<file path="config.mk">
export PLATFORM = sky130hd
export DESIGN_NAME = interp_line_reader_flat
export DESIGN_NICKNAME = d
export VERILOG_FILES = /design/src/rtl/interp_pkg.sv /design/src/rtl/interp_line_reader_if.sv /design/src/rtl/interp_line_reader.sv /design/src/flat_wrapper.sv
export SDC_FILE = /design/constraint.sdc
export NUM_CORES = 1
export LEC_CHECK = 0
export ABC_AREA = 1
export CORE_MARGIN = 5
export CORE_UTILIZATION = 45
export DETAILED_ROUTE_END_ITERATION = 10
export GPL_ROUTABILITY_DRIVEN = 0
export GPL_TIMING_DRIVEN = 0
export HOLD_SLACK_MARGIN = 0.08
export PLACE_DENSITY = 0.68
export SYNTH_ARGS = -nofsm -noshare
export SYNTH_HDL_FRONTEND = slang
export SYNTH_SLANG_ARGS = --single-unit
export TNS_END_PERCENT = 5
</file>
<file path="constraint.sdc">
create_clock -name rd_clk -period 2.75 [get_ports rd_clk]
set_input_delay 0.55 -clock rd_clk [delete_from_list [all_inputs] [get_ports rd_clk]]
set_output_delay 0.55 -clock rd_clk [all_outputs]
set_load 0.005 [all_outputs]
</file>
<file path="src/rtl/interp_pkg.sv">
// interp_pkg: reader FSM states and fixed-point constants shared with the bilinear stage
package interp_pkg;
    localparam int FRAC_WIDTH = 8;
    localparam int ONE_FP = 1 << FRAC_WIDTH;
    typedef enum logic [2:0] {IDLE, RD_X0, RD_X1, STALL, FLUSH, DRAIN} state_t;
endpackage

</file>
<file path="src/rtl/interp_line_reader_if.sv">
// interp_line_reader_if: valid/ready beat stream of neighbour pixel pairs and weight
interface interp_line_reader_if #(
    parameter int DATA_WIDTH = 16,
    parameter int FRAC_WIDTH = interp_pkg::FRAC_WIDTH
) ();
    logic valid;
    logic ready;
    logic [DATA_WIDTH-1:0] pix0;
    logic [DATA_WIDTH-1:0] pix1;
    logic [FRAC_WIDTH-1:0] frac;
    logic last;
    modport master (output valid, pix0, pix1, frac, last, input ready);
    modport slave (input valid, pix0, pix1, frac, last, output ready);
endinterface

</file>
<file path="src/rtl/interp_line_reader.sv">
// interp_line_reader: walks a fixed-point source position and streams clamped neighbour pairs
module interp_line_reader #(
    parameter int ADDR_WIDTH = 11,
    parameter int DATA_WIDTH = 16,
    parameter int FRAC_WIDTH = interp_pkg::FRAC_WIDTH
) (
    input  logic                             rd_clk,
    input  logic                             rd_rst,
    input  logic                             start,
    input  logic [ADDR_WIDTH-1:0]            src_last,
    input  logic [ADDR_WIDTH-1:0]            out_last,
    input  logic [ADDR_WIDTH+FRAC_WIDTH-1:0] step,
    output logic [ADDR_WIDTH-1:0]            rd_addr,
    input  logic [DATA_WIDTH-1:0]            rd_data,
    interp_line_reader_if.master             m,
    output logic                             busy,
    output logic                             done
);
    import interp_pkg::*;

    localparam int POS_WIDTH = ADDR_WIDTH + FRAC_WIDTH;

    state_t state, state_n;
    logic [POS_WIDTH-1:0] pos, step_q;
    logic [POS_WIDTH:0] pos_sum;
    logic [ADDR_WIDTH-1:0] cnt, src_last_q, out_last_q, xi, x0, x1;
    logic [DATA_WIDTH-1:0] pix0_q;
    logic [FRAC_WIDTH-1:0] frac_q;
    logic pend, can_load, load;

    assign xi = pos[POS_WIDTH-1:FRAC_WIDTH];
    assign x0 = xi > src_last_q ? src_last_q : xi;
    assign x1 = x0 == src_last_q ? x0 : x0 + 1'b1;
    assign pos_sum = {1'b0, pos} + {1'b0, step_q};
    assign can_load = !m.valid || m.ready;
    assign busy = state != IDLE;

    // state register
    always_ff @(posedge rd_clk) begin
        if (rd_rst) state <= IDLE;
        else state <= state_n;
    end

    // next state and output-register load strobe
    always_comb begin
        state_n = state;
        load = 1'b0;
        case (state)
            IDLE: state_n = start ? RD_X0 : IDLE;
            RD_X0: begin
                state_n = RD_X1;
                load = pend;
            end
            RD_X1: state_n = cnt == out_last_q ? FLUSH : can_load ? RD_X0 : STALL;
            STALL: state_n = can_load ? RD_X0 : STALL;
            FLUSH: begin
                state_n = can_load ? DRAIN : FLUSH;
                load = can_load;
            end
            DRAIN: state_n = m.valid && m.ready ? IDLE : DRAIN;
            default: state_n = IDLE;
        endcase
    end

    // address walk, pixel capture and output beat register
    always_ff @(posedge rd_clk) begin
        if (rd_rst) begin
            rd_addr <= '0;
            pos <= '0;
            step_q <= '0;
            cnt <= '0;
            src_last_q <= '0;
            out_last_q <= '0;
            pix0_q <= '0;
            frac_q <= '0;
            pend <= 1'b0;
            done <= 1'b0;
            m.valid <= 1'b0;
            m.pix0 <= '0;
            m.pix1 <= '0;
            m.frac <= '0;
            m.last <= 1'b0;
        end else begin
            done <= state == DRAIN && m.valid && m.ready;
            if (m.valid && m.ready) m.valid <= 1'b0;
            if (load) begin
                m.valid <= 1'b1;
                m.pix0 <= pix0_q;
                m.pix1 <= rd_data;
                m.frac <= frac_q;
                m.last <= state == FLUSH;
                pend <= 1'b0;
            end
            case (state)
                IDLE: begin
                    rd_addr <= '0;
                    if (start) begin
                        src_last_q <= src_last;
                        out_last_q <= out_last;
                        step_q <= step;
                        pos <= '0;
                        cnt <= '0;
                    end
                end
                RD_X0: rd_addr <= x0;
                RD_X1: begin
                    rd_addr <= x1;
                    pix0_q <= rd_data;
                    frac_q <= pos[FRAC_WIDTH-1:0];
                    pend <= 1'b1;
                    pos <= pos_sum[POS_WIDTH] ? '1 : pos_sum[POS_WIDTH-1:0];
                    cnt <= cnt + 1'b1;
                end
                default: ;
            endcase
        end
    end
endmodule

</file>
<file path="src/flat_wrapper.sv">
// flat-port wrapper written by rule: the top's interface ports become plain ports
module interp_line_reader_flat import interp_pkg::*;
#(
    parameter int ADDR_WIDTH = 11,
    parameter int DATA_WIDTH = 16,
    parameter int FRAC_WIDTH = interp_pkg::FRAC_WIDTH
)
  (rd_clk, rd_rst, start, src_last, out_last, step, rd_addr, rd_data, busy, done, m_valid, m_pix0, m_pix1, m_frac, m_last, m_ready);
  interp_line_reader_if #(.DATA_WIDTH(DATA_WIDTH), .FRAC_WIDTH(FRAC_WIDTH)) m_i ();
  input  logic rd_clk;
  input  logic rd_rst;
  input  logic start;
  input  logic [ADDR_WIDTH-1:0] src_last;
  input  logic [ADDR_WIDTH-1:0] out_last;
  input  logic [ADDR_WIDTH+FRAC_WIDTH-1:0] step;
  output logic [ADDR_WIDTH-1:0] rd_addr;
  input  logic [DATA_WIDTH-1:0] rd_data;
  output logic busy;
  output logic done;
  output wire logic [$bits(m_i.valid)-1:0] m_valid;
  output wire logic [$bits(m_i.pix0)-1:0] m_pix0;
  output wire logic [$bits(m_i.pix1)-1:0] m_pix1;
  output wire logic [$bits(m_i.frac)-1:0] m_frac;
  output wire logic [$bits(m_i.last)-1:0] m_last;
  input wire logic [$bits(m_i.ready)-1:0] m_ready;
  assign m_valid = m_i.valid;
  assign m_pix0 = m_i.pix0;
  assign m_pix1 = m_i.pix1;
  assign m_frac = m_i.frac;
  assign m_last = m_i.last;
  assign m_i.ready = m_ready;
  interp_line_reader #(.ADDR_WIDTH(ADDR_WIDTH), .DATA_WIDTH(DATA_WIDTH), .FRAC_WIDTH(FRAC_WIDTH)) u_core (.rd_clk(rd_clk), .rd_rst(rd_rst), .start(start), .src_last(src_last), .out_last(out_last), .step(step), .rd_addr(rd_addr), .rd_data(rd_data), .m(m_i), .busy(busy), .done(done));
endmodule
</file>
==> summary.md <==
| Metric | Value |
|---|---|
| Run status | `finished, final reports clean` |
| Fin crit share | `95.51%` |
| Relative slew slack | `56.54%` |
| Synthesized area | `7632 sq um` |
| Final hold vios | `0` |
| Worst setup EP type | `flip-flop` |
| Number of sinks on the clock net | `~150` |
| Most common cell after layout, fill and taps aside | `nand2_1` |
| Syn avg cell area | `about 7 sq um` |
| Slew at the pin closest to its max-slew limit | `651.9 ps` |
| Register area share after synthesis | `around two fifths` |
| Critical Path Start | `u_core.src_last_q[6]` |
| Gr ovfl total | `0` |
| Slowest CP cell | `dfxtp_2` |
| Critical Path RT | `between 3000 and 4000 ps` |
| IO Port Bufs | `~120` |
| LEAKAGE | `3.964 nW` |
| Maximum clock rate | `between 300 and 400 MHz` |
| Hold Crit Start | `u_core.frac_q[1]` |
| Ranking of synthesized cells by area | `dfxtp_1, nand2_1, a21oi_1` |
| Pin count of the biggest net entering global routing | `18` |
| Utilization after layout | `around three fifths` |
| Tot GR Track Use | `between 20% and 30%` |
| DR vias | `between 7000 and 8000` |
| Synth Register Bits | `153` |
| Hold Path Class | `reg -> reg` |
| Max FO, Critical Path | `10` |
| RSZ-0062 raised after global routing | `yes` |
| Crit path launch type | `flip-flop` |
| Synth warn | `0` |
| Yosys top cell by area | `dfxtp_1` |
| Worst path cell trace | `inv_1, ha_1, nand2_1, inv_2, nand2_2, nor2_4, nand2_2, nand3_4, nand2_4, buf_8, nand2_1, nand2_2, nand2_4, ha_4, nand2_1, nor2_2, buf_4, xor2_1, nand2_1, nand3_1, a21oi_2` |
| Most used cell, CP | `nand2_1` |
| WHS | `about 450 ps` |
| Detailed placement HPWL | `roughly 16000 um` |
| Layout area overhead | `29.20%` |
| Yosys top cell area share | `between 40% and 50%` |
| Starting density of the core | `between 40% and 50%` |
| IO Pins | `around 120` |
| Worst Skew | `roughly 8.1 ps` |
| CTS buffer count | `17` |
| Max Cap Violations | `0` |
| Clk buf depth | `2` |
| First DRT Iteration DRCs | `between 600 and 700` |
| # DRC | `0` |
| Critical path's largest stage delay | `~350 ps` |
| Layout cell share with drive strength beyond 1 | `under 10%` |
| Crit Path Category | `reg -> reg` |
| Post-synthesis cell count | `approximately 1100` |
| Post-layout min period | `between 2000 and 3000 ps` |
| FF-to-FF Start | `u_core.src_last_q[6]` |
| Clk root buf | `clkbuf_16` |
| DR WL/cell | `between 15 and 20 um` |
| Setup violators final | `0` |
| Core Area | `approximately 17000 sq um` |
| Worst-path clk slew | `around 70 ps` |
| Die width | `140.2 um` |
| Ant. Diodes | `0` |
| FFs w/ async S/R, synth | `0%` |
| CTS tree | `yes` |
| Std-Cell Rows | `47` |
| Final ANT Viol Nets | `0` |
| Slew Viols, Final | `0` |
| Clk Latency, worst-skew pair | `around 430 ps` |
| Commonest cells after routing, fill and taps aside | `nand2_1, dfxtp_1, a21oi_1, o21ai_0, clkdlybuf4s50_1` |
| Pwr Total | `between 5 and 6 mW` |
| Die area | `about 20000 sq um` |
| Peak VDD IR | `522.4 uV` |
| H-tree depth | `4` |
| Ys flop type | `dfxtp_1` |
| Initial antenna violation count | `0` |
| EDFF count, synth | `0` |
| CP Data Arrival Time | `~3000 ps` |
| Final #Nets | `between 1000 and 1500` |
| Vias in the first global route | `between 7000 and 8000` |
| Pre-antenna DRT Iters | `7` |
| Total detailed-routing wirelength | `between 20000 and 25000 um` |
| Die Ht | `around 140 um` |
| Yosys cell types | `41` |
| Synth Net Count | `approximately 1200` |
| First-pass GRT wire length | `36250 um` |
| PwrDens | `a little under 600 nW/um^2` |
| Average via count per standard cell | `between 5 and 6` |
[registers in the layout, indices dropped and copies added, names as in the netlist]
register           cells
u_core.done            1
u_core.frac_q          8
u_core.m.pix1         16
u_core.pos            19
u_core.rd_addr        11
u_core.m.last          1
u_core.pix0_q         16
u_core.m.frac          8
u_core.pend            1
u_core.m.valid         1
u_core.state           3
u_core.src_last_q     11
u_core.m.pix0         16
u_core.step_q         19
u_core.cnt            11
u_core.out_last_q     11
[repair_timing]
item	4_1_cts	5_1_grt
endpoints found under the hold margin	0	0
setup buffers	0	12
pin swaps	2	7
resized for setup	6	28
setup endpoints to repair	12	23
hold buffers	0	0
[logic make-up after synthesis]
kind of cell | share of synthesized area [%]
adder cells (fa/ha/maj) | 5.508
buffers and inverters | 8.557
AO/OA/AOI/OAI | 20.10
XOR/XNOR | 2.295
flip-flops | 40.13
AND/OR/NAND/NOR | 23.41
[where the power goes]
part	total (mW)	internal [mW]	leakage (nW)	switching, mW
Combinational	0.985	0.404	2.43	0.581
Sequential	2.41	2.34	1.25	0.0733
Clock	2.40	1.31	0.291	1.09
[layer usage]
layer / part of all wire, % / vias up / track usage [%] / routed length (um)
li1: - / 3896 / - / -
met1: 45 / 3527 / 29.45 / 10090
met2: 47 / 230 / 38.03 / 10600
met3: 5.6 / 41 / 3.715 / 1248
met4: 2.2 / 0 / 7.853 / 502
met5: 0 / - / 0 / 0
[stage by stage]
step	TNS, ps	cell area, sq um	setup WS, ps	cells
after floorplan	0	7632	241.5	1092
after global placement	-1955	9059	-184.9	1427
after detailed placement	-1807	9059	-199.2	1427
after CTS	0	9682	10.59	1459
after global routing	-115.1	9861	-43.58	1471
final	0	9861	123.4	1471
[worst max-delay path: cells and delay by family (launching register included)]
kind / cells / cell delay (ps)
adders and majority gates: 2 / 460
and+or+nand+nor: 13 / 1110
buffers and inverters: 4 / 400
AOI/OAI and AO/OA: 1 / 60
xor gates and xnor gates: 1 / 130
DFF: 1 / 350
[cell usage after synthesis (all sizes together) (7+ instances only)]
library cell and count:
ha 32, nand2 247, xnor2 8, nor3 7, buf 9, o21ai 132, dfxtp 153, inv 110
nand3 66, clkbuf 44, a21oi 145, nor2 94, xor2 12
[final cells by class]
type,instances,area (sq um)
Clock inverter,15,175.2
Tap cell,220,275.3
Multi-Input combinational cell,774,4005
Sequential cell,153,3075
Timing Repair Buffer,127,1241
Fill cell,1609,6723
Buffer,53,242.7
Clock buffer,17,425.4
Inverter,112,420.4
[final timing paths]
path | endpoint | slack, ps | cells after the start
worst max-delay path | u_core.rd_addr[4] | 120 | 21
worst min-delay path | u_core.m.frac[1] | 450 | 2
worst max register to register | u_core.rd_addr[4] | 120 | 21
worst min register to register | u_core.m.frac[1] | 450 | 2
Note: power is estimated with default switching activity, not from simulation.
